--- src/rtl/rf_write_arbiter_if.sv ---
// Bundle for the register-file write arbiter: two writeback requesters,
// the drain control, the read-address decode and the status outputs.
// Handshake: a requester raises req with addr/data and holds all three
// stable until it sees gnt=1; gnt=1 in a cycle means the write was taken
// at the rising edge that ends that cycle.
interface rf_write_arbiter_if #(
  parameter int NUM_REGS = 16,
  parameter int DATA_W   = 16
);
  localparam int ADDR_W = $clog2(NUM_REGS);

  logic              a_req;
  logic [ADDR_W-1:0] a_addr;
  logic [DATA_W-1:0] a_data;
  logic              a_gnt;
  logic              b_req;
  logic [ADDR_W-1:0] b_addr;
  logic [DATA_W-1:0] b_data;
  logic              b_gnt;
  logic              wr_hold;
  logic [ADDR_W-1:0] rd_addr1;
  logic [ADDR_W-1:0] rd_addr2;
  logic [NUM_REGS-1:0] ReadEnable1;
  logic [NUM_REGS-1:0] ReadEnable2;
  logic [NUM_REGS-1:0] WriteReg;
  logic [DATA_W-1:0] wr_data;
  logic              rd_hazard1;
  logic              rd_hazard2;
  logic [ADDR_W:0]   pending_cnt;

  // Requester / datapath side.
  modport master (
    output a_req, a_addr, a_data, b_req, b_addr, b_data,
           wr_hold, rd_addr1, rd_addr2,
    input  a_gnt, b_gnt, ReadEnable1, ReadEnable2, WriteReg, wr_data,
           rd_hazard1, rd_hazard2, pending_cnt
  );

  // Arbiter side.
  modport slave (
    input  a_req, a_addr, a_data, b_req, b_addr, b_data,
           wr_hold, rd_addr1, rd_addr2,
    output a_gnt, b_gnt, ReadEnable1, ReadEnable2, WriteReg, wr_data,
           rd_hazard1, rd_hazard2, pending_cnt
  );
endinterface

--- src/rtl/rf_write_arbiter.sv ---
// Round-robin arbiter sharing the single register-file write port between
// requester A (execute) and requester B (load). Granted writes are queued
// in a small FIFO and drained one per cycle as a one-hot WriteReg word.
// Also decodes both read addresses and flags reads of registers that still
// have a write waiting in the FIFO.
module rf_write_arbiter #(
  parameter int NUM_REGS = 16,
  parameter int DATA_W   = 16,
  parameter int DEPTH    = 4
) (
  input logic clk,
  input logic rst,
  rf_write_arbiter_if.slave bus
);
  localparam int ADDR_W = $clog2(NUM_REGS);
  localparam int PTR_W  = $clog2(DEPTH);
  localparam int CNT_W  = PTR_W + 1;
  localparam int OCC_W  = ADDR_W + 1;

  function automatic logic [NUM_REGS-1:0] onehot(input logic [ADDR_W-1:0] a);
    onehot    = '0;
    onehot[a] = 1'b1;
  endfunction

  logic [ADDR_W-1:0] addr_mem [DEPTH];
  logic [DATA_W-1:0] data_mem [DEPTH];
  logic [PTR_W-1:0]  wr_ptr, rd_ptr;
  logic [CNT_W-1:0]  cnt;
  logic              rr_b;        // 1 = B wins the next contested cycle
  logic              full, empty, push, pop;
  logic              a_gnt_c, b_gnt_c;
  logic [ADDR_W-1:0] push_addr;
  logic [DATA_W-1:0] push_data;
  logic [ADDR_W-1:0] head_addr;

  assign full      = (cnt == CNT_W'(DEPTH));
  assign empty     = (cnt == '0);
  assign pop       = !empty && !bus.wr_hold;
  assign head_addr = addr_mem[rd_ptr];

  // Grant decision: nothing is accepted when full, even on a popping cycle.
  always_comb begin
    a_gnt_c = 1'b0;
    b_gnt_c = 1'b0;
    if (!rst && !full) begin
      if (bus.a_req && bus.b_req) begin
        if (rr_b) b_gnt_c = 1'b1;
        else      a_gnt_c = 1'b1;
      end else if (bus.a_req) begin
        a_gnt_c = 1'b1;
      end else if (bus.b_req) begin
        b_gnt_c = 1'b1;
      end
    end
  end

  assign push      = a_gnt_c || b_gnt_c;
  assign push_addr = b_gnt_c ? bus.b_addr : bus.a_addr;
  assign push_data = b_gnt_c ? bus.b_data : bus.a_data;

  // FIFO pointers, occupancy and round-robin pointer.
  always_ff @(posedge clk or posedge rst) begin
    if (rst) begin
      wr_ptr <= '0;
      rd_ptr <= '0;
      cnt    <= '0;
      rr_b   <= 1'b0;
    end else begin
      if (push) wr_ptr <= wr_ptr + 1'b1;
      if (pop)  rd_ptr <= rd_ptr + 1'b1;
      case ({push, pop})
        2'b10:   cnt <= cnt + 1'b1;
        2'b01:   cnt <= cnt - 1'b1;
        default: cnt <= cnt;
      endcase
      // Only a contested grant hands priority to the other requester.
      if (push && bus.a_req && bus.b_req) rr_b <= ~rr_b;
    end
  end

  // FIFO storage; contents are don't-care while the slot is not valid.
  always_ff @(posedge clk) begin
    if (push) begin
      addr_mem[wr_ptr] <= push_addr;
      data_mem[wr_ptr] <= push_data;
    end
  end

  // Hazard scan over the valid FIFO slots; register 0 never hazards.
  always_comb begin
    logic [PTR_W-1:0] off;
    off            = '0;
    bus.rd_hazard1 = 1'b0;
    bus.rd_hazard2 = 1'b0;
    for (int i = 0; i < DEPTH; i++) begin
      off = PTR_W'(i) - rd_ptr;
      if (CNT_W'(off) < cnt && addr_mem[i] != '0) begin
        if (addr_mem[i] == bus.rd_addr1) bus.rd_hazard1 = 1'b1;
        if (addr_mem[i] == bus.rd_addr2) bus.rd_hazard2 = 1'b1;
      end
    end
  end

  assign bus.a_gnt       = a_gnt_c;
  assign bus.b_gnt       = b_gnt_c;
  assign bus.pending_cnt = OCC_W'(cnt);
  assign bus.WriteReg    = (pop && head_addr != '0) ? onehot(head_addr) : '0;
  assign bus.wr_data     = empty ? '0 : data_mem[rd_ptr];
  // Read enables are held low in reset so the bitlines float.
  assign bus.ReadEnable1 = rst ? '0 : onehot(bus.rd_addr1);
  assign bus.ReadEnable2 = rst ? '0 : onehot(bus.rd_addr2);
endmodule

--- src/flat_wrapper.sv ---
// flat-port wrapper written by rule: the top's interface ports become plain ports
module rf_write_arbiter_flat 
#(
  parameter int NUM_REGS = 16,
  parameter int DATA_W   = 16,
  parameter int DEPTH    = 4
)
  (clk, rst, bus_a_req, bus_a_addr, bus_a_data, bus_b_req, bus_b_addr, bus_b_data, bus_wr_hold, bus_rd_addr1, bus_rd_addr2, bus_a_gnt, bus_b_gnt, bus_ReadEnable1, bus_ReadEnable2, bus_WriteReg, bus_wr_data, bus_rd_hazard1, bus_rd_hazard2, bus_pending_cnt);
  rf_write_arbiter_if #(.NUM_REGS(NUM_REGS), .DATA_W(DATA_W)) bus_i ();
  input logic clk;
  input logic rst;
  input wire logic [$bits(bus_i.a_req)-1:0] bus_a_req;
  input wire logic [$bits(bus_i.a_addr)-1:0] bus_a_addr;
  input wire logic [$bits(bus_i.a_data)-1:0] bus_a_data;
  input wire logic [$bits(bus_i.b_req)-1:0] bus_b_req;
  input wire logic [$bits(bus_i.b_addr)-1:0] bus_b_addr;
  input wire logic [$bits(bus_i.b_data)-1:0] bus_b_data;
  input wire logic [$bits(bus_i.wr_hold)-1:0] bus_wr_hold;
  input wire logic [$bits(bus_i.rd_addr1)-1:0] bus_rd_addr1;
  input wire logic [$bits(bus_i.rd_addr2)-1:0] bus_rd_addr2;
  output wire logic [$bits(bus_i.a_gnt)-1:0] bus_a_gnt;
  output wire logic [$bits(bus_i.b_gnt)-1:0] bus_b_gnt;
  output wire logic [$bits(bus_i.ReadEnable1)-1:0] bus_ReadEnable1;
  output wire logic [$bits(bus_i.ReadEnable2)-1:0] bus_ReadEnable2;
  output wire logic [$bits(bus_i.WriteReg)-1:0] bus_WriteReg;
  output wire logic [$bits(bus_i.wr_data)-1:0] bus_wr_data;
  output wire logic [$bits(bus_i.rd_hazard1)-1:0] bus_rd_hazard1;
  output wire logic [$bits(bus_i.rd_hazard2)-1:0] bus_rd_hazard2;
  output wire logic [$bits(bus_i.pending_cnt)-1:0] bus_pending_cnt;
  assign bus_i.a_req = bus_a_req;
  assign bus_i.a_addr = bus_a_addr;
  assign bus_i.a_data = bus_a_data;
  assign bus_i.b_req = bus_b_req;
  assign bus_i.b_addr = bus_b_addr;
  assign bus_i.b_data = bus_b_data;
  assign bus_i.wr_hold = bus_wr_hold;
  assign bus_i.rd_addr1 = bus_rd_addr1;
  assign bus_i.rd_addr2 = bus_rd_addr2;
  assign bus_a_gnt = bus_i.a_gnt;
  assign bus_b_gnt = bus_i.b_gnt;
  assign bus_ReadEnable1 = bus_i.ReadEnable1;
  assign bus_ReadEnable2 = bus_i.ReadEnable2;
  assign bus_WriteReg = bus_i.WriteReg;
  assign bus_wr_data = bus_i.wr_data;
  assign bus_rd_hazard1 = bus_i.rd_hazard1;
  assign bus_rd_hazard2 = bus_i.rd_hazard2;
  assign bus_pending_cnt = bus_i.pending_cnt;
  rf_write_arbiter #(.NUM_REGS(NUM_REGS), .DATA_W(DATA_W), .DEPTH(DEPTH)) u_core (.clk(clk), .rst(rst), .bus(bus_i));
endmodule
--- config.mk ---
export PLATFORM = sky130hd
export DESIGN_NAME = rf_write_arbiter_flat
export DESIGN_NICKNAME = d
export VERILOG_FILES = /design/src/rtl/rf_write_arbiter_if.sv /design/src/rtl/rf_write_arbiter.sv /design/src/flat_wrapper.sv
export SDC_FILE = /design/constraint.sdc
export NUM_CORES = 1
export LEC_CHECK = 0
export CAP_MARGIN = 5
export CORE_MARGIN = 5
export CORE_UTILIZATION = 53
export CTS_CLUSTER_SIZE = 16
export DETAILED_ROUTE_END_ITERATION = 16
export MAX_ROUTING_LAYER = met4
export PLACE_DENSITY = 0.89
export SLEW_MARGIN = 25
export SYNTH_ARGS = -nofsm -noshare
export SYNTH_HDL_FRONTEND = slang
export SYNTH_SLANG_ARGS = --single-unit
--- constraint.sdc ---
create_clock -name clk -period 6.15 [get_ports clk]
set_input_delay 1.845 -clock clk [delete_from_list [all_inputs] [get_ports clk]]
set_output_delay 1.845 -clock clk [all_outputs]
set_load 0.05 [all_outputs]
Yosys cells after proc, flatten, opt, wreduce, memory -nomap -nowiden
Memory sizes are Yosys's and may differ from the RTL's.
Index checks and enable logic that the tools add are counted.
{"block": "totals", "reg_bits": 8, "ram_bits": 80, "elab_cells": 101, "n_memories": 2}
{"block": "op_classes", "addsub": 8, "n_lt_le_gt_ge": 10, "n_eq_ne": 11, "muxes": 40, "bitwise": 1, "reduce_logical": 25}
{"name": "u_core.data_mem", "words": 4, "width": 16, "read_ports": 1, "rd_ports_with_merged_regs": 0, "wr": 1, "line": "rf_write_arbiter.sv:26", "rtl": "logic [DATA_W-1:0] data_mem [DEPTH];"}
{"name": "u_core.addr_mem", "words": 4, "width": 4, "read_ports": 5, "rd_ports_with_merged_regs": 0, "wr": 1, "line": "rf_write_arbiter.sv:25", "rtl": "logic [ADDR_W-1:0] addr_mem [DEPTH];"}
{"cell": "$mux W16", "count": 5}
{"cell": "$eq A4 B4 Y1", "count": 8}
{"cell": "$mux W1", "count": 30}
{"cell": "$reduce_bool A4 Y1", "count": 5}
{"cell": "$lt A4 B5 Y1 const B", "count": 3}
{"cell": "$logic_and A1 B1 Y1", "count": 13}
{"cell": "$demux W1 S4", "count": 3}
{"cell": "$ge A4 B1 Y1 const B", "count": 3}
{"cell": "$lt A2 B3 Y1", "count": 4}
{"cell": "$pmux W3 S2", "count": 1}
{"cell": "$add A2 B1 Y2 const B", "count": 2}
{"cell": "$logic_not A1 Y1", "count": 4}
{"cell": "$mux W4", "count": 1}
{"cell": "$sub A1 B2 Y2 const A", "count": 2}
{"cell": "$sub A2 B2 Y2 const A", "count": 2}
{"cell": "$add A3 B1 Y3 const B", "count": 1}
{"cell": "$eq A3 B3 Y1 const B", "count": 1}
{"cell": "$logic_not A3 Y1", "count": 1}
{"cell": "$sub A3 B1 Y3 const B", "count": 1}
{"cell": "$eq A2 B1 Y1 const B", "count": 1}
{"cell": "$eq A2 B2 Y1 const B", "count": 1}
{"cell": "$reduce_bool A2 Y1", "count": 1}
{"cell": "$logic_or A1 B1 Y1", "count": 1}
{"cell": "$not A1 Y1", "count": 1}

Longest topological paths before layout
{"block": "depth", "ltp_word": 10, "ltp_mapped": 10}

Least setup slack after synthesis
OpenSTA, ideal clock, no wires.
{"block": "synth_path", "path_type": "input to output", "start": "input bus_rd_addr2[2]", "end": "output bus_ReadEnable2[4]", "arrival_ns": 3.598, "required_time_ns": 4.305, "path_slack_ns": 0.707, "stages": 4, "cell_sequence": "clkbuf_1 inv_1 or3_1 nor3_1"}
{"block": "synth_via", "elab_chain_len": 5, "word_cells_on_any_way": 6}
{"element": "start, declared", "line": "flat_wrapper.sv:20", "rtl": "input wire logic [$bits(bus_i.rd_addr2)-1:0] bus_rd_addr2;"}
{"element": "$lt A4 B5 Y1 (implied by the code) / $ge A4 B1 Y1 (equally long branches)", "line": "rf_write_arbiter.sv:22", "rtl": "onehot[a] = 1'b1;"}
{"element": "$logic_and A1 B1 Y1 (implied by the code)", "line": "rf_write_arbiter.sv:22"}
{"element": "$mux W1 (implied by the code)", "line": "rf_write_arbiter.sv:22"}
{"element": "$demux W1 S4 *"}
{"element": "$mux W16 *", "line": "rf_write_arbiter.sv:111", "rtl": "assign bus.ReadEnable2 = rst ? '0 : onehot(bus.rd_addr2);"}
{"element": "end, declared", "line": "flat_wrapper.sv:24", "rtl": "output wire logic [$bits(bus_i.ReadEnable2)-1:0] bus_ReadEnable2;"}
Mark *: on every way between the ends. The rest lies on a longest branch, timed or not.

Final worst setup path
{"block": "layout_path", "start": "input bus_rd_addr1[2]", "end": "output bus_ReadEnable1[4]"}
{"block": "layout_via", "elab_chain_len": 5, "word_cells_on_any_way": 6}
{"element": "start, declared", "line": "flat_wrapper.sv:19", "rtl": "input wire logic [$bits(bus_i.rd_addr1)-1:0] bus_rd_addr1;"}
{"element": "$lt A4 B5 Y1 (implied by the code) / $ge A4 B1 Y1 (equally long branches)", "line": "rf_write_arbiter.sv:22"}
{"element": "$logic_and A1 B1 Y1 (implied by the code)", "line": "rf_write_arbiter.sv:22"}
{"element": "$mux W1 (implied by the code)", "line": "rf_write_arbiter.sv:22"}
{"element": "$demux W1 S4 *"}
{"element": "$mux W16 *", "line": "rf_write_arbiter.sv:110", "rtl": "assign bus.ReadEnable1 = rst ? '0 : onehot(bus.rd_addr1);"}
{"element": "end, declared", "line": "flat_wrapper.sv:23", "rtl": "output wire logic [$bits(bus_i.ReadEnable1)-1:0] bus_ReadEnable1;"}
Marked as above.

==> impl_metrics.csv <==
group,metric,value,unit
placement,port_buffers,122,
routing,drc,0,
run_status,outcome,"complete, no violations",
synth,avgSynthCellArea,14.04,um2
synth,synth-seq-cells,88,
clock_network,postCtsResizedCells,0,
clock_network,cts_made_buffers,9,
clock_network,cts_max_level,3,
floorplan,die_x,105.3,um
global_route,grt_overflow_total,0,
global_route,grt_pass1_vias,3301,
placement,pre_cts_ws,381.0,ps
floorplan,die_h,105.3,um
sta,tns,0,ps
synth,synthArstFlopShare,0.09091,
finish,diodes,0,
worst_setup_path,slowest_stage,"clkdlybuf4s50_1",
finish,fin_util,0.7109,
sta,hold_viol_final,0,
floorplan,boundaryPins,126,
placement,placed_cell_area,6040,um2
finish,final_common_cell,"clkdlybuf4s50_1",
sta,fin_skew,14.37,ps
clock_network,tritoncts,"yes",
global_route,grt_max_degree,21,
worst_setup_path,path_class,"input pin to output pin",
finish,drive_gt1_frac,0.1642,
floorplan,initial_core_util,0.5469,
sta,fin_crit_sh,0.9421,
synth,yosysWarnings,0,
placement,dpl.hpwl,8170,um
routing,wl,11030,um
sta,setup_violations,0,
sta,fmax,172.6,MHz
sta,drv_slew,0,
worst_setup_path,end_kind,"output pin",
worst_setup_path,crit_path_frequent_cell,"clkdlybuf4s50_1",
finish,nNetsFinal,528,
pwr,power.density,437.0,nW/um2
clock_network,cts_setup_buffers,0,
run,cap_violations,0,
hold_path,hp-class,"flip-flop to flip-flop",
synth,synthDistinctLibCells,48,
worst_setup_path,max_stage_delay,840,ps
synth,synth-edff-count,80,
clock_network,clockBufferDepth,2,
routing,vias_per_cell,5.565,
sta,worst_slack,356.2,ps
clock_network,cts_root_buf,"clkbuf_8",
routing,drtPass1Iterations,4,
worst_setup_path,critPathMaxFanout,7,
clock_network,clk_pin_slew,80,ps
synth,synth_area,4816,um2
routing,avgRoutedWirePerCell,19.12,um
routing,vias,3211,
sta,worst_slew_pin_slew,894.9,ps
worst_setup_path,cp.arrival,3950,ps
worst_setup_path,cp_cell_sequence,"clkdlybuf4s50_1, inv_1, or3_1, nor3_1, clkdlybuf4s50_1",
floorplan,dieArea,11090,um2
sta,slew_headroom,0.4014,
clock_network,cts.sinks,88,
global_route,grt_usage,0.2036,
routing,postRouteAntennaNets,0,
floorplan,core-area,8806,um2
finish,layout_common_cells,"clkdlybuf4s50_1 (109), edfxtp_1 (80), nor2_1 (42)",
worst_setup_path,start_kind,"input pin",
clock_network,clk_latency,350,ps
synth,synth-seq-area-share,0.5404,
pwr,power_leakage,2.233,nW
pwr,ir_drop,324.0,uV
worst_setup_path,critPathRequiredTime,4300,ps
synth,synth_cells,343,
sta,min_period,5794,ps
global_route,grt_pass1_wl,16970,um
finish,fill_cells,589,
synth,synth_ff_type,"edfxtp_1",
placement,place_congestion,0.9355,
sta,rsz0062_at_grt,"no",
routing,drt_iter0_markers,141,
global_route,antenna_found_initial,0,
floorplan,rows,34,
finish,final_area,6260,um2
clock_network,post_cts_hold_buffer_count,0,
finish,syn_to_final_growth,29.98,%
## sequential cells by signal, summed over array words and instances, names as in the netlist
register	count
u_core.addr_mem	16
u_core.rd_ptr	2
u_core.cnt	3
u_core.data_mem	64
u_core.rr_b	1
u_core.wr_ptr	2
## metal layers
metal	up-vias	GRT usage	wire length [um]
met5	-	-	0
met4	0	0.07216	158
met3	20	0.04034	759
met2	142	0.3525	5836
met1	1547	0.2364	4279
li1	1502	-	-
## through the flow
| stage | hold WS, ps | power, mW | std cells |
|---|---|---|---|
| 6_report | 494.4 | 2.735 | 577 |
| 5_1_grt | 512.2 | 2.864 | 577 |
| 4_1_cts | 498.2 | 2.750 | 575 |
| 3_5_place_dp | 482.7 | 2.361 | 560 |
| 3_3_place_gp | 477.2 | 2.317 | 560 |
| 2_1_floorplan | 458.4 | 1.936 | 345 |
## worst max-delay path, delay by kind of cell
family / cells / cell delay, ps
buffers and inverters: 3 / 1570
AND/OR/NAND/NOR: 2 / 540
## worst paths after layout
path / from / end / slack (ps) / cells after the start
worst max-delay path: bus_rd_addr1[2] / bus_ReadEnable1[4] / 360 / 5
worst min-delay path: u_core.rr_b / u_core.rr_b / 490 / 1
worst max register to register: u_core.cnt[2] / u_core.cnt[2] / 3550 / 8
worst min register to register: u_core.rr_b / u_core.rr_b / 490 / 1
max in group asynchronous: rst / u_core.wr_ptr[1] / 3910 / 3
min in group asynchronous: rst / u_core.rd_ptr[1] / 2100 / 3
## synth_stat cells (2+ instances only)
| master | n | area share |
|---|---|---|
| xor2_1 | 15 | 0.027 |
| xnor2_1 | 25 | 0.045 |
| ha_1 | 9 | 0.023 |
| nor4_1 | 7 | 0.0091 |
| mux2_4 | 19 | 0.059 |
| inv_1 | 11 | 0.0086 |
| nand2b_1 | 9 | 0.012 |
| nor2b_1 | 18 | 0.023 |
| nand2_1 | 8 | 0.0062 |
| buf_2 | 6 | 0.0062 |
| nand4_1 | 4 | 0.0052 |
| nand3_1 | 5 | 0.0052 |
| clkbuf_1 | 5 | 0.0039 |
| dfrtp_1 | 8 | 0.042 |
| a21oi_1 | 3 | 0.0031 |
| edfxtp_1 | 80 | 0.50 |
| buf_4 | 4 | 0.0062 |
| or3_1 | 4 | 0.0052 |
| and2_1 | 4 | 0.0052 |
| buf_12 | 3 | 0.012 |
| nor3_1 | 8 | 0.0083 |
| inv_2 | 2 | 0.0016 |
| mux4_2 | 13 | 0.061 |
| mux4_1 | 7 | 0.038 |
| a221oi_1 | 2 | 0.0036 |
| nor2_1 | 42 | 0.033 |
## power breakdown
part,switching [mW],internal (mW),total (mW),leakage [nW]
sequential,0.0962,0.790,0.886,0.823
combinational,0.879,0.583,1.46,1.32
clock,0.199,0.188,0.388,0.0942
## cell families after synthesis
| family | count (synthesis) | synth area share |
|---|---|---|
| buf+inv | 33 | 0.04261 |
| fa+ha+maj | 10 | 0.02754 |
| xor+xnor | 40 | 0.07275 |
| flops | 88 | 0.5404 |
| other cells | 1 | 0.0007787 |
| simple gates | 115 | 0.1257 |
| compound gates | 15 | 0.02728 |
| mux | 41 | 0.1629 |
## area by class of cell
class | instances | area, um2 | share of cell area
sequential | 88 | 2603 | 0.4158
multi-input combinational | 224 | 2018 | 0.3224
timing repair buffer | 128 | 1257 | 0.2009
tap | 108 | 135.1 | 0.02159
clock buffer | 9 | 123.9 | 0.01979
clock inverter | 6 | 67.56 | 0.01079
inverter | 14 | 55.05 | 0.008795
Power figures use the tool's default switching activity.
